[config.mk]
export PLATFORM = sky130hd
export DESIGN_NAME = chain_constraint_sequencer
export DESIGN_NICKNAME = d
export VERILOG_FILES = /design/src/rtl/chain_constraint_sequencer_pkg.sv /design/src/rtl/chain_constraint_sequencer_axis_clamp.sv /design/src/rtl/chain_constraint_sequencer.sv
export SDC_FILE = /design/constraint.sdc
export NUM_CORES = 1
export LEC_CHECK = 0
export ABC_CLOCK_PERIOD_IN_PS = 18900
export CORE_AREA = 2 2 140 142
export DETAILED_ROUTE_END_ITERATION = 8
export DIE_AREA = 0 0 142 144
export DONT_BUFFER_PORTS = 1
export PLACE_DENSITY = 0.76
export SLEW_MARGIN = 10
export SYNTH_ARGS = -nofsm -noshare
export SYNTH_HDL_FRONTEND = slang
export SYNTH_SLANG_ARGS = --single-unit
[constraint.sdc]
create_clock -name clk -period 18.9 [get_ports clk]
set_input_delay 4.725 -clock clk [delete_from_list [all_inputs] [get_ports clk]]
set_output_delay 4.725 -clock clk [all_outputs]
set_load 0.01 [all_outputs]
[src/rtl/chain_constraint_sequencer_pkg.sv]
// Shared encodings for the rope frame controller: Q12.20 format constants and FSM state codes.
package chain_pkg;

    localparam int Q_WIDTH = 32;
    localparam int Q_FRAC  = 20;
    localparam logic [Q_WIDTH-1:0] FIX_ONE = 32'h00100000;

    typedef logic [2:0] state_t;

    localparam state_t ST_IDLE   = 3'd0;
    localparam state_t ST_VERLET = 3'd1;
    localparam state_t ST_PIN    = 3'd2;
    localparam state_t ST_FETCH  = 3'd3;
    localparam state_t ST_CLAMP  = 3'd4;
    localparam state_t ST_DONE   = 3'd5;

endpackage

[src/rtl/chain_constraint_sequencer_axis_clamp.sv]
// Single-axis distance clamp: limits cur to within +/-rest of prev, result saturated to 32-bit signed.
module axis_clamp
    import chain_pkg::*;
(
    input  logic [Q_WIDTH-1:0] prev,
    input  logic [Q_WIDTH-1:0] cur,
    input  logic [Q_WIDTH-1:0] rest,
    output logic [Q_WIDTH-1:0] corrected
);

    localparam logic signed [Q_WIDTH:0] SAT_MAX = {1'b0, 32'h7FFFFFFF};
    localparam logic signed [Q_WIDTH:0] SAT_MIN = {1'b1, 32'h80000000};

    logic signed [Q_WIDTH:0] prev_ext;
    logic signed [Q_WIDTH:0] rest_pos;
    logic signed [Q_WIDTH:0] rest_neg;
    logic signed [Q_WIDTH:0] d_raw;
    logic signed [Q_WIDTH:0] d_lim;
    logic signed [Q_WIDTH:0] sum;

    assign prev_ext = {prev[Q_WIDTH-1], prev};
    assign rest_pos = {rest[Q_WIDTH-1], rest};
    assign rest_neg = -rest_pos;
    assign d_raw    = {cur[Q_WIDTH-1], cur} - prev_ext;

    // Strict compares: a separation of exactly rest passes through untouched.
    always_comb begin
        d_lim = d_raw;
        if (d_raw > rest_pos) begin
            d_lim = rest_pos;
        end else if (d_raw < rest_neg) begin
            d_lim = rest_neg;
        end
    end

    assign sum = prev_ext + d_lim;

    always_comb begin
        corrected = sum[Q_WIDTH-1:0];
        if (sum > SAT_MAX) begin
            corrected = SAT_MAX[Q_WIDTH-1:0];
        end else if (sum < SAT_MIN) begin
            corrected = SAT_MIN[Q_WIDTH-1:0];
        end
    end

endmodule

[src/rtl/chain_constraint_sequencer.sv]
// Verlet rope frame controller: one integrate strobe, then ITERS passes pinning node 0
// and clamping each following node against its corrected predecessor.
//
// state  | meaning
// IDLE   | waiting for start
// VERLET | broadcast integrate strobe, one cycle
// PIN    | write anchor to node 0
// FETCH  | node_sel=idx, node position sampled at end of cycle
// CLAMP  | write corrected position to node idx
// DONE   | one-cycle done pulse, counters cleared
module chain_constraint_sequencer
    import chain_pkg::*;
#(
    parameter int                 NODES    = 8,
    parameter int                 ITERS    = 2,
    parameter logic [Q_WIDTH-1:0] REST     = 32'h00A00000,
    parameter logic [Q_WIDTH-1:0] ANCHOR_X = 32'h0C800000,
    parameter logic [Q_WIDTH-1:0] ANCHOR_Y = 32'h00000000
) (
    input  logic                       clk,
    input  logic                       reset,
    input  logic                       start,
    input  logic [Q_WIDTH-1:0]         node_x,
    input  logic [Q_WIDTH-1:0]         node_y,
    output logic [$clog2(NODES)-1:0]   node_sel,
    output logic                       verlet_state,
    output logic [NODES-1:0]           fix_constraint_state,
    output logic [Q_WIDTH-1:0]         x_fix_constraint,
    output logic [Q_WIDTH-1:0]         y_fix_constraint,
    output logic                       busy,
    output logic                       done
);

    localparam int IDX_W  = $clog2(NODES);
    localparam int ITER_W = (ITERS > 1) ? $clog2(ITERS) : 1;
    localparam logic [IDX_W-1:0]  LAST_IDX  = IDX_W'(NODES - 1);
    localparam logic [ITER_W-1:0] LAST_ITER = ITER_W'(ITERS - 1);

    state_t              state;
    logic [IDX_W-1:0]    idx;
    logic [ITER_W-1:0]   iter;
    logic [Q_WIDTH-1:0]  prev_x;
    logic [Q_WIDTH-1:0]  prev_y;
    logic [Q_WIDTH-1:0]  corr_x;
    logic [Q_WIDTH-1:0]  corr_y;

    // The read port is combinational, so the clamp works directly on the fetched
    // value and the corrected result is registered straight into the write outputs.
    axis_clamp u_clamp_x (
        .prev      (prev_x),
        .cur       (node_x),
        .rest      (REST),
        .corrected (corr_x)
    );

    axis_clamp u_clamp_y (
        .prev      (prev_y),
        .cur       (node_y),
        .rest      (REST),
        .corrected (corr_y)
    );

    always_ff @(posedge clk) begin
        if (reset) begin
            state                <= ST_IDLE;
            idx                  <= '0;
            iter                 <= '0;
            prev_x               <= '0;
            prev_y               <= '0;
            node_sel             <= '0;
            verlet_state         <= 1'b0;
            fix_constraint_state <= '0;
            x_fix_constraint     <= '0;
            y_fix_constraint     <= '0;
            busy                 <= 1'b0;
            done                 <= 1'b0;
        end else begin
            case (state)
                ST_IDLE: begin
                    if (start) begin
                        state        <= ST_VERLET;
                        verlet_state <= 1'b1;
                        busy         <= 1'b1;
                    end
                end
                ST_VERLET: begin
                    verlet_state         <= 1'b0;
                    state                <= ST_PIN;
                    fix_constraint_state <= NODES'(1);
                    x_fix_constraint     <= ANCHOR_X;
                    y_fix_constraint     <= ANCHOR_Y;
                    prev_x               <= ANCHOR_X;
                    prev_y               <= ANCHOR_Y;
                    idx                  <= IDX_W'(1);
                end
                ST_PIN: begin
                    fix_constraint_state <= '0;
                    node_sel             <= idx;
                    state                <= ST_FETCH;
                end
                ST_FETCH: begin
                    fix_constraint_state <= NODES'(1) << idx;
                    x_fix_constraint     <= corr_x;
                    y_fix_constraint     <= corr_y;
                    prev_x               <= corr_x;
                    prev_y               <= corr_y;
                    state                <= ST_CLAMP;
                end
                ST_CLAMP: begin
                    fix_constraint_state <= '0;
                    if (idx < LAST_IDX) begin
                        idx      <= idx + 1'b1;
                        node_sel <= idx + 1'b1;
                        state    <= ST_FETCH;
                    end else if (iter < LAST_ITER) begin
                        iter                 <= iter + 1'b1;
                        state                <= ST_PIN;
                        fix_constraint_state <= NODES'(1);
                        x_fix_constraint     <= ANCHOR_X;
                        y_fix_constraint     <= ANCHOR_Y;
                        prev_x               <= ANCHOR_X;
                        prev_y               <= ANCHOR_Y;
                        idx                  <= IDX_W'(1);
                    end else begin
                        state <= ST_DONE;
                        done  <= 1'b1;
                        busy  <= 1'b0;
                    end
                end
                ST_DONE: begin
                    done  <= 1'b0;
                    iter  <= '0;
                    idx   <= '0;
                    state <= ST_IDLE;
                end
                default: begin
                    state <= ST_IDLE;
                end
            endcase
        end
    end

endmodule
==> results.md, run 1 <==
- Critical R2R Capture: prev_y[14]
- Pwr dens: 52.8 nW/um2
- Slew @ Worst Pin: 1.02 ns
- Critical path arrival: 13.21 ns
- Slowest stage delay, CP: 0.85 ns
- Setup Skew: 0.00862 ns
- Hold Crit Depth: 2
- Starting Density: 59.8%
- Post-DRT Antenna Nets: 0
- Clk pin slew, worst setup/hold paths: 0.07 ns
- Core area: 19100 um2
- Drt initial violations: 880
- IO Pins: 145
- Cell family with most CP delay: compound AO/OA/AOI/OAI gates
- Final core utilization: 62.2%
- Post-synthesis instance total: 1577
- GRT Util Overall: 31.2%
- CP Max Fanout: 28
- Critical Path RT: 19.10 ns
- Cells after DPL: 1768
- Crit end category: register
- Post-Layout Cell Count: 1785
- Total inserted antenna cells: 0
- Initial antenna violation count: 0
- Synth async-reset ratio: 0%
- Routed wire per std cell: 18.4 um
- Vias in the first global route: 10900
- Layout area overhead: 4.06%
- Root Buffer Master: clkbuf_16
- Worst ir drop on vdd: 0.0398 mV
- CTS Hold Buffers Added: 0
- H-tree levels: 3
- Congestion Overflow GR: 0
- Site row count: 51
- Cell mode on critical path: o21ai_0
- Static leakage: 0.00504 uW
- Most common cell after layout, fill and taps aside: nand2_1
- Post-synthesis sequential area ratio: 14.9%
- Clk buf depth: 2
- Largest net degree at the start of global routing: 62
- Worst path bufs/invs: 1
- Final-report max-slew violation count: 0
- Max Cap Viol: 0
- Post-cts gate resize count: 0
- Top post-synthesis cells by area: dfxtp_1, ha_1, a21oi_1
- Total number of vias: 11500
- Yosys reg bits: 85
- HP Start: done
- DR pass1 iterations: 5
- Synthesized area: 11400 um2
- Area leader, netlist: dfxtp_1
- Finished Cell Area: 11900 um2
- Critical path class: in2reg
- Outcome: complete, no violations
- Clock Sink Count: 85
- Slowest-stage cell, CP: o21ai_0
- RePlAce Congestion: 0.993
- Period utilization: 68.9%
- Library cells used by synthesis: 86
- Die X: 142 um
- Clock latency on the worst-skew pair: 0.35 ns
- Hold Path Class: reg2reg
- Final Hold Fails: 0
- Layout cells sized above 1: 3.75%
- Die footprint: 20400 um2
- Port-buffer cells: 0
- Setup TNS: 0 ns
- Avg Cell Area, Syn: 7.24 um2
- Final setup fails: 0
- Post CTS Setup Buffer Count: 0
- Via density: 6.45
- Reg2Reg Depth: 28
- First-pass GRT wire length: 52.5 mm
- CTS tree: done
- Hold Path Sink: done
- Total CTS buffers: 9
- CP Launch Type: primary input
- DP Area: 11500 um2
- Fin crit period: 13.02 ns
- Most frequent cells in the layout: nand2_1, a21oi_1, nor2_1
- # DRC: 0
- FF-to-FF setup slack: 9.61 ns
- Hpwl dp: 26.3 mm
- Synth top area share: 14.9%
- EDFF count, synth: 0
- Ys flop type: dfxtp_1
- Overall routed net length: 32.9 mm
- Synth warn: 0
- Worst slew margin: 31.3%
- RSZ-0062 raised after global routing: no
- Syn_nets: 1784
- RR Startpoint: prev_y[1]
- Layout Nets: 1749
- Max Clk Rate: 76.8 MHz
- Die height: 144 um
area by class of cell:
type                    count  area (um2)
fillers                  1754        7210
repair buffers              6        52.6
clock buffers              10         239
inverters                 113         424
flip-flops and latches     85        1700
well taps                 238         298
clock inverters             6        70.1
multi-input cells        1327        9090
synthesized netlist by cell type (4+ instances only):
cell type,n
a2111oi_0,11
a211o_1,7
a211oi_1,23
a21boi_0,11
a21o_1,67
a21oi_1,145
a221o_1,25
a221oi_1,7
a22oi_1,9
a31oi_1,42
and2_1,20
and3_1,19
and4_1,6
buf_2,10
clkbuf_1,40
dfxtp_1,85
fa_1,4
ha_1,136
inv_1,113
mux2i_1,5
nand2_1,161
nand2b_1,15
nand3_1,28
nand3b_1,5
nand4_1,21
nor2_1,140
nor2b_1,16
nor3_1,28
nor3b_1,6
nor4_1,10
o2111ai_1,6
o211ai_1,9
o21a_1,43
o21ai_0,88
o21bai_1,17
o31ai_1,8
or2_2,14
or3_1,12
xnor2_1,58
xor2_1,39
worst max path at each step:
| stage | endpoint | start | cells after the start | slack [ns] |
|---|---|---|---|---|
| 2_1_floorplan | prev_x[19] | node_x[0] | 33 | 7.12 |
| 3_3_place_gp | prev_y[8] | node_y[8] | 27 | 5.74 |
| 3_5_place_dp | prev_x[19] | node_x[0] | 31 | 5.54 |
| 4_1_cts | prev_x[19] | node_x[0] | 31 | 5.84 |
| 5_1_grt | prev_y[15] | node_y[8] | 27 | 4.87 |
| 6_report | prev_y[14] | node_y[10] | 27 | 5.88 |
layer usage:
metal / global-route usage (%) / wire length (um) / vias up
met2: 53.8 / 15300 / 333
met3: 5.76 / 2030 / 95
met1: 37.8 / 14200 / 5321
met4: 14.7 / 1360 / 0
li1: - / - / 5763
met5: 0 / 0 / -
cells by family after synthesis:
| logic type | count (synthesis) | share of synthesized area, % |
|---|---|---|
| AO/OA/AOI/OAI | 569 | 34.1 |
| XOR/XNOR | 99 | 7.88 |
| adder cells (fa/ha/maj) | 140 | 15.6 |
| buffers and inverters | 165 | 5.54 |
| flip-flops | 85 | 14.9 |
| multiplexers | 6 | 0.537 |
| AND/OR/NAND/NOR | 513 | 21.4 |
worst reg2reg max path: cells and delay by family (launching register included):
kind            cells  cell delay [ns]
fa+ha+maj           2             0.53
buf+inv             2             0.24
flops               1             0.53
xor+xnor            1             0.35
compound gates     16             5.14
simple gates        7             2.38
through the flow:
stage                     hold WS, ns  setup slack [ns]  power [uW]
after floorplan                 0.491              7.12         387
after CTS                       0.520              5.84         624
after global routing            0.538              4.87         663
after global placement          0.513              5.74         435
after detailed placement        0.509              5.54         438
final                           0.515              5.88         627
state kept, by name, summed over array words and instances, names as in the netlist:
name and cells:
prev_x 32, prev_y 32, fix_constraint_state 8, idx 3, node_sel 3, state 3
busy 1, done 1, iter 1, verlet_state 1
power breakdown:
group          internal [uW]  total, uW  switching [uW]
registers                184        194            9.89
clock network            107        188            80.2
logic                   93.7        246             152
Power figures use the tool's default switching activity.
==> run 2: changes to the inputs <==
Settings changed: ABC_CLOCK_PERIOD_IN_PS 18900 to 13100.
Clock period 18.9 ns to 13.1 ns, I/O delays scaled along.
==> results.md, run 2 (same netlist as run 1, synthesis figures left out) <==
- Outcome: complete, no violations
- RR Startpoint: prev_x[1]
- Clk pin slew, worst setup/hold paths: 0.07 ns (about the same)
- Site row count: 51 (unchanged)
- Root Buffer Master: clkbuf_16
- Largest net degree at the start of global routing: 62 (unchanged)
- Sw Ratio: 39.3% (+0.75 points)
- Clock latency on the worst-skew pair: 0.36 ns (about the same)
- Critical Path RT: 13.35 ns (-5.75 ns)
- Setup TNS: 0 ns (unchanged)
- Gate power share: 39.1% (about the same)
- Worst ir drop on vdd: 0.0680 mV (+71%)
- Die X: 142 um (unchanged)
- Static leakage: 0.00502 uW (-0.46%)
- Clock power frac: 30.2% (+0.3 points)
- CP Max Fanout: 24 (-14%)
- Routed wire per std cell: 18.5 um (+0.19%)
- Layout area overhead: 3.95%
- FF-to-FF setup slack: 3.93 ns (-5.68 ns)
- First-pass GRT wire length: 52.2 mm (-0.53%)
- Final setup fails: 0 (unchanged)
- Reg2Reg Depth: 28 (unchanged)
- Die height: 144 um (unchanged)
- Total number of vias: 11600 (+1.1%)
- Worst path bufs/invs: 2 (+1)
- Biggest regs: prev_x: 32 flops, prev_y: 32 flops, fix_constraint_state: 8 flops
- DR pass1 iterations: 5 (unchanged)
- Drt initial violations: 848 (-3.6%)
- Total CTS buffers: 9 (unchanged)
- Final Hold Fails: 0 (unchanged)
- Total inserted antenna cells: 0 (unchanged)
- Critical R2R Capture: prev_x[13]
- Slowest stage delay, CP: 0.86 ns (about the same)
- Critical path class: in2reg
- Flop pwr share: 30.7% (-0.2 points)
- RePlAce Congestion: 1.01 (+1.5%)
- RSZ-0062 raised after global routing: no
- Post-DRT Antenna Nets: 0 (unchanged)
- Via density: 6.53 (+1.3%)
- Initial antenna violation count: 0 (unchanged)
- Switching pwr: 358 uW (+48%)
- Clk buf depth: 2 (unchanged)
- Cell family with most CP delay: compound AO/OA/AOI/OAI gates
- Clock Sink Count: 85 (unchanged)
- CTS tree: done
- Overall routed net length: 32.9 mm (about the same)
- IO Pins: 145 (unchanged)
- Max Cap Viol: 0 (unchanged)
- Hpwl dp: 26.0 mm (-1.1%)
- Hold Path Class: reg2reg
- Cell-internal power: 552 uW (+43%)
- Final-report max-slew violation count: 0 (unchanged)
- Met3 usage in global routing: 5.13% (-0.63 points)
- # DRC: 0 (unchanged)
- Post-cts gate resize count: 0 (unchanged)
- Setup Skew: 0.00971 ns (+0.00109 ns)
- Layout cells sized above 1: 3.62% (-0.12 points)
- H-tree levels: 3 (unchanged)
- Vias in the first global route: 10700 (-1.7%)
- Slew @ Worst Pin: 0.842 ns (-0.177 ns)
- Port-buffer cells: 0 (unchanged)
- CP Launch Type: primary input
- Pre-CTS setup slack: 0.913 ns (-4.62 ns)
- Starting Density: 59.8% (unchanged)
- Most frequent cells in the layout: nand2_1, a21oi_1, nor2_1
- Core area: 19100 um2 (unchanged)
- Setup ws final: 1.58 ns (-4.31 ns)
- Grt peak-use layer: met2
- Crit end category: register
- Layout Nets: 1747 (-0.11%)
- Critical path arrival: 11.77 ns (-1.44 ns)
- Slowest-stage cell, CP: o41ai_4
- Worst slew margin: 43.6% (+12 points)
- Pwr dens: 76.7 nW/um2 (+45%)
- Post CTS Setup Buffer Count: 0 (unchanged)
- Congestion Overflow GR: 0 (unchanged)
- GRT Util Overall: 31.2% (about the same)
- Met1 GRT Util: 38.5% (+0.74 points)
- Die footprint: 20400 um2 (unchanged)
- Routing usage on met2: 55.5% (+1.7 points)
- Fin crit period: 11.52 ns
- Most common cell after layout, fill and taps aside: nand2_1
- Hold Path Sink: done
- Hold Crit Depth: 2 (unchanged)
- HP Start: done
- Max Clk Rate: 86.8 MHz
- CTS Hold Buffers Added: 0 (unchanged)
- CP Launch Point: node_x[0]
- Period utilization: 88.0%
-- run 2: cell types whose count changed in the layout (fill, tap and decap cells not counted), sizes merged --
cell / before / now
clkinv: 3 / 0
inv: 115 / 116
clkinvlp: 0 / 3
clkbuf: 10 / 9
buf: 6 / 4
-- run 2: worst max-delay path by stage --
| stage | slack (ns) | cells after the start | to |
|---|---|---|---|
| floorplan | 2.77 | 33 | prev_x[19] |
| global placement | 1.07 | 28 | prev_x[30] |
| detailed placement | 0.91 | 28 | prev_x[13] |
| CTS | 1.21 | 28 | prev_x[30] |
| global route | 0.94 | 28 | prev_x[30] |
| finish | 1.58 | 28 | prev_x[13] |
-- run 2: cell type report --
type                            count  area [um2]
Timing Repair Buffer                4        30.0
Tap cell                          238         298
Inverter                          113         424
Clock inverter                      7        81.3
Sequential cell                    85        1700
Multi-Input combinational cell   1327        9100
Fill cell                        1787        7220
Clock buffer                        9         225
-- run 2: power groups by stage --
stage	registers, uW	clock network (uW)	logic (uW)
finish	279	274	356
global route	280	285	391
CTS	279	275	349
detailed placement	285	0	347
global placement	285	0	342
floorplan	280	0	279
-- run 2: worst reg2reg max path: cells and delay by family, from the launching register on --
| family | cells | cell delay [ns] |
|---|---|---|
| adders and majority gates | 2 | 0.53 |
| DFF | 1 | 0.56 |
| buffers and inverters | 2 | 0.24 |
| AOI/OAI and AO/OA | 18 | 5.76 |
| xor gates and xnor gates | 1 | 0.50 |
| and+or+nand+nor | 5 | 1.48 |
-- run 2: metal layers --
layer / share of wire [%] / wire length (um)
met5: 0 / 0
met4: 2.6 / 872
met3: 6.4 / 2120
met2: 47 / 15600
met1: 44 / 14400
-- run 2: through the flow --
| stage | cell area (um2) | hold slack, ns | utilization, % | total power [uW] | instances |
|---|---|---|---|---|---|
| floorplan | 11400 | 0.491 | - | 559 | 1577 |
| global placement | 11500 | 0.512 | 60.5 | 627 | 1767 |
| detailed placement | 11500 | 0.511 | 60.5 | 632 | 1767 |
| CTS | 11800 | 0.521 | 62.1 | 903 | 1783 |
| global route | 11900 | 0.533 | 62.2 | 956 | 1783 |
| finish | 11900 | 0.517 | 62.2 | 909 | 1783 |
==> run 3: changes to the inputs <==
Settings changed: ABC_AREA set to 1, CORE_AREA 2 2 140 142 to 2 2 153 155, DIE_AREA 0 0 142 144 to 0 0 155 157.
==> results.md, run 3 <==
- Outcome: complete, no violations
- H-tree levels: 3 (unchanged)
- CTS Hold Buffers Added: 0 (unchanged)
- CP Max Fanout: 26 (+8.3%)
- Synth top area share: 23.5% (+8.6 points)
- Layout area overhead: 2.97%
- Total power: 1470 uW (+62%)
- Post-cts gate resize count: 0 (unchanged)
- Hpwl dp: 33.3 mm (+28%)
- Worst ir drop on vdd: 0.155 mV (+130%)
- Ys flop type: dfxtp_1
- Via density: 5.48 (-16%)
- CTS tree: done
- Critical path arrival: 9.59 ns (-2.18 ns)
- Cell family with most CP delay: simple AND/OR/NAND/NOR gates
- Die X: 155 um (+9.2%)
- Clk pin slew, worst setup/hold paths: 0.07 ns (about the same)
- Static leakage: 0.00791 uW (+58%)
- Routed wire per std cell: 14.6 um (-21%)
- Pwr dens: 105 nW/um2 (+37%)
- GRT Util Overall: 32.7% (+1.5 points)
- Slowest-stage cell, CP: nand2_1
- FILL cells: 2344 (+31%)
- Gate power share: 58.3% (+19 points)
- Synthesized area: 13700 um2 (+20%)
- Most common cell after layout, fill and taps aside: nand2_1
- RePlAce Congestion: 1.02 (+1.3%)
- Fin crit period: 9.31 ns (-2.21 ns)
- Layout Nets: 2684 (+54%)
- Final setup fails: 0 (unchanged)
- Overall routed net length: 40.4 mm (+23%)
- Clock power frac: 18.4% (-12 points)
- Final-report max-slew violation count: 0 (unchanged)
- Yosys reg bits: 85 (unchanged)
- Max Clk Rate: 107 MHz (+24%)
- Syn_nets: 2710 (+52%)
- Core area: 22500 um2 (+18%)
- Synth async-reset ratio: 0% (unchanged)
- Biggest regs: prev_x: 32 flops, prev_y: 32 flops, fix_constraint_state: 8 flops
- Root Buffer Master: clkbuf_16
- Clk buf depth: 2 (unchanged)
- Top post-synthesis cells by area: nand2_1, inv_1, dfxtp_1
- Total inserted antenna cells: 0 (unchanged)
- DR pass1 iterations: 6 (+1)
- Library cells used by synthesis: 48 (-44%)
- Total CTS buffers: 9 (unchanged)
- FF-to-FF setup slack: 6.11 ns (+2.18 ns)
- Die footprint: 24300 um2 (+19%)
- Max Cap Viol: 0 (unchanged)
- Site row count: 55 (+7.8%)
- Count leader, synth: nand2_1
- Hold Path Class: reg2reg
- Critical Path RT: 13.38 ns (+0.03 ns)
- Port-buffer cells: 0 (unchanged)
- Avg Cell Area, Syn: 5.45 um2 (-25%)
- Slew @ Worst Pin: 0.780 ns (-0.0626 ns)
- Synth warn: 0 (unchanged)
- Cell-internal power: 715 uW (+30%)
- CP Launch Type: primary input
- RSZ-0062 raised after global routing: no
- Post-synthesis sequential area ratio: 12.5% (-2.4 points)
- Final Hold Fails: 0 (unchanged)
- Largest net degree at the start of global routing: 79 (+27%)
- Clock Sink Count: 85 (unchanged)
- Layout cells sized above 1: 3.14% (-0.48 points)
- First-pass GRT wire length: 65.4 mm (+25%)
- Setup Skew: 0.0110 ns (+0.00132 ns)
- Critical path class: in2reg
- EDFF count, synth: 0 (unchanged)
- Sw Ratio: 51.4% (+12 points)
- Congestion Overflow GR: 0 (unchanged)
- Crit end category: register
- Post-synthesis instance total: 2503 (+59%)
- Slowest stage delay, CP: 0.44 ns (-0.42 ns)
- Flop pwr share: 23.3% (-7.4 points)
- Setup TNS: 0 ns (unchanged)
- Post CTS Setup Buffer Count: 0 (unchanged)
- IO Pins: 145 (unchanged)
- Die height: 157 um (+9.0%)
- Switching pwr: 758 uW (+110%)
- Period utilization: 71.1% (-17 points)
- Worst slew margin: 48.0% (+4.4 points)
- Vias in the first global route: 13600 (+27%)
- Cell mode on critical path: nand2_1
- Area leader, netlist: nand2_1
- Most frequent cells in the layout: nand2_1, inv_1, a21oi_1
- Worst path bufs/invs: 6 (+4)
- Synth top cells by count: nand2_1, inv_1, a21oi_1
- Total number of vias: 15200 (+30%)
- Clock latency on the worst-skew pair: 0.36 ns (about the same)
- Initial antenna violation count: 0 (unchanged)
- Drt initial violations: 1527 (+80%)
- Starting Density: 60.7% (+0.86 points)
- Post-DRT Antenna Nets: 0 (unchanged)
- # DRC: 0 (unchanged)
-- run 3: changes by cell type after synthesis, moves of 39 or more --
| cell | delta |
|---|---|
| a21o_1 | -57 |
| a21oi_1 | +65 |
| inv_1 | +382 |
| nand2_1 | +695 |
| nand3_1 | +159 |
| nor2_1 | +51 |
| o21a_1 | -42 |
| o21ai_0 | -39 |
-- run 3: metrics by stage --
stage | hold slack (ns) | setup slack (ns) | util, % | area [um2] | std cells
4_1_cts | 0.512 | 3.89 | 62.5 | 14100 | 2767
3_5_place_dp | 0.500 | 3.54 | 61.1 | 13700 | 2751
2_1_floorplan | 0.469 | 4.71 | - | 13700 | 2503
5_1_grt | 0.530 | 3.05 | 62.5 | 14100 | 2767
3_3_place_gp | 0.494 | 3.81 | 61.1 | 13700 | 2751
6_report | 0.514 | 3.79 | 62.5 | 14100 | 2767
-- run 3: area by class of cell --
type	count	area (um2)	area share, %
multi-input combinational	1879	9800	69.7
inverter	500	1880	13.4
tap	285	357	2.54
clock inverter	6	71.3	0.507
timing repair buffer	2	15.0	0.107
sequential	85	1700	12.1
clock buffer	10	239	1.70
-- run 3: tightest hold or removal path: stages (launching register included) --
cell	delay, ns
dfxtp_1	0.34
nand2_1	0.07
a21oi_1	0.05
-- run 3: layer usage --
layer / global-route usage [%] / vias up / share of wire, %
met4: 6.53 / 0 / 1.9
li1: - / 7764 / -
met1: 44.6 / 6742 / 45
met2: 52.4 / 599 / 43
met5: 0 / - / 0
met3: 8.12 / 68 / 10
-- run 3: power groups by stage --
stage / clock, uW / combinational [uW] / sequential [uW]
after floorplan: 0 / 684 / 327
after global placement: 0 / 826 / 348
after detailed placement: 0 / 840 / 348
after CTS: 275 / 846 / 342
after global routing: 284 / 973 / 346
final: 271 / 859 / 343
-- run 3: kinds of logic after synthesis --
family / share of synthesized area [%]
compound gates: 13.0
fa+ha+maj: 13.1
xor+xnor: 4.30
simple gates: 41.4
flops: 12.5
buf+inv: 15.8
-- run 3: worst paths after layout --
kind                                start  cells past startpoint                       to
setup / recovery                node_x[0]                     38               prev_x[25]
hold / removal    fix_constraint_state[7]                      2  fix_constraint_state[7]
setup reg to reg               prev_x[12]                     34               prev_x[25]
hold reg to reg   fix_constraint_state[7]                      2  fix_constraint_state[7]
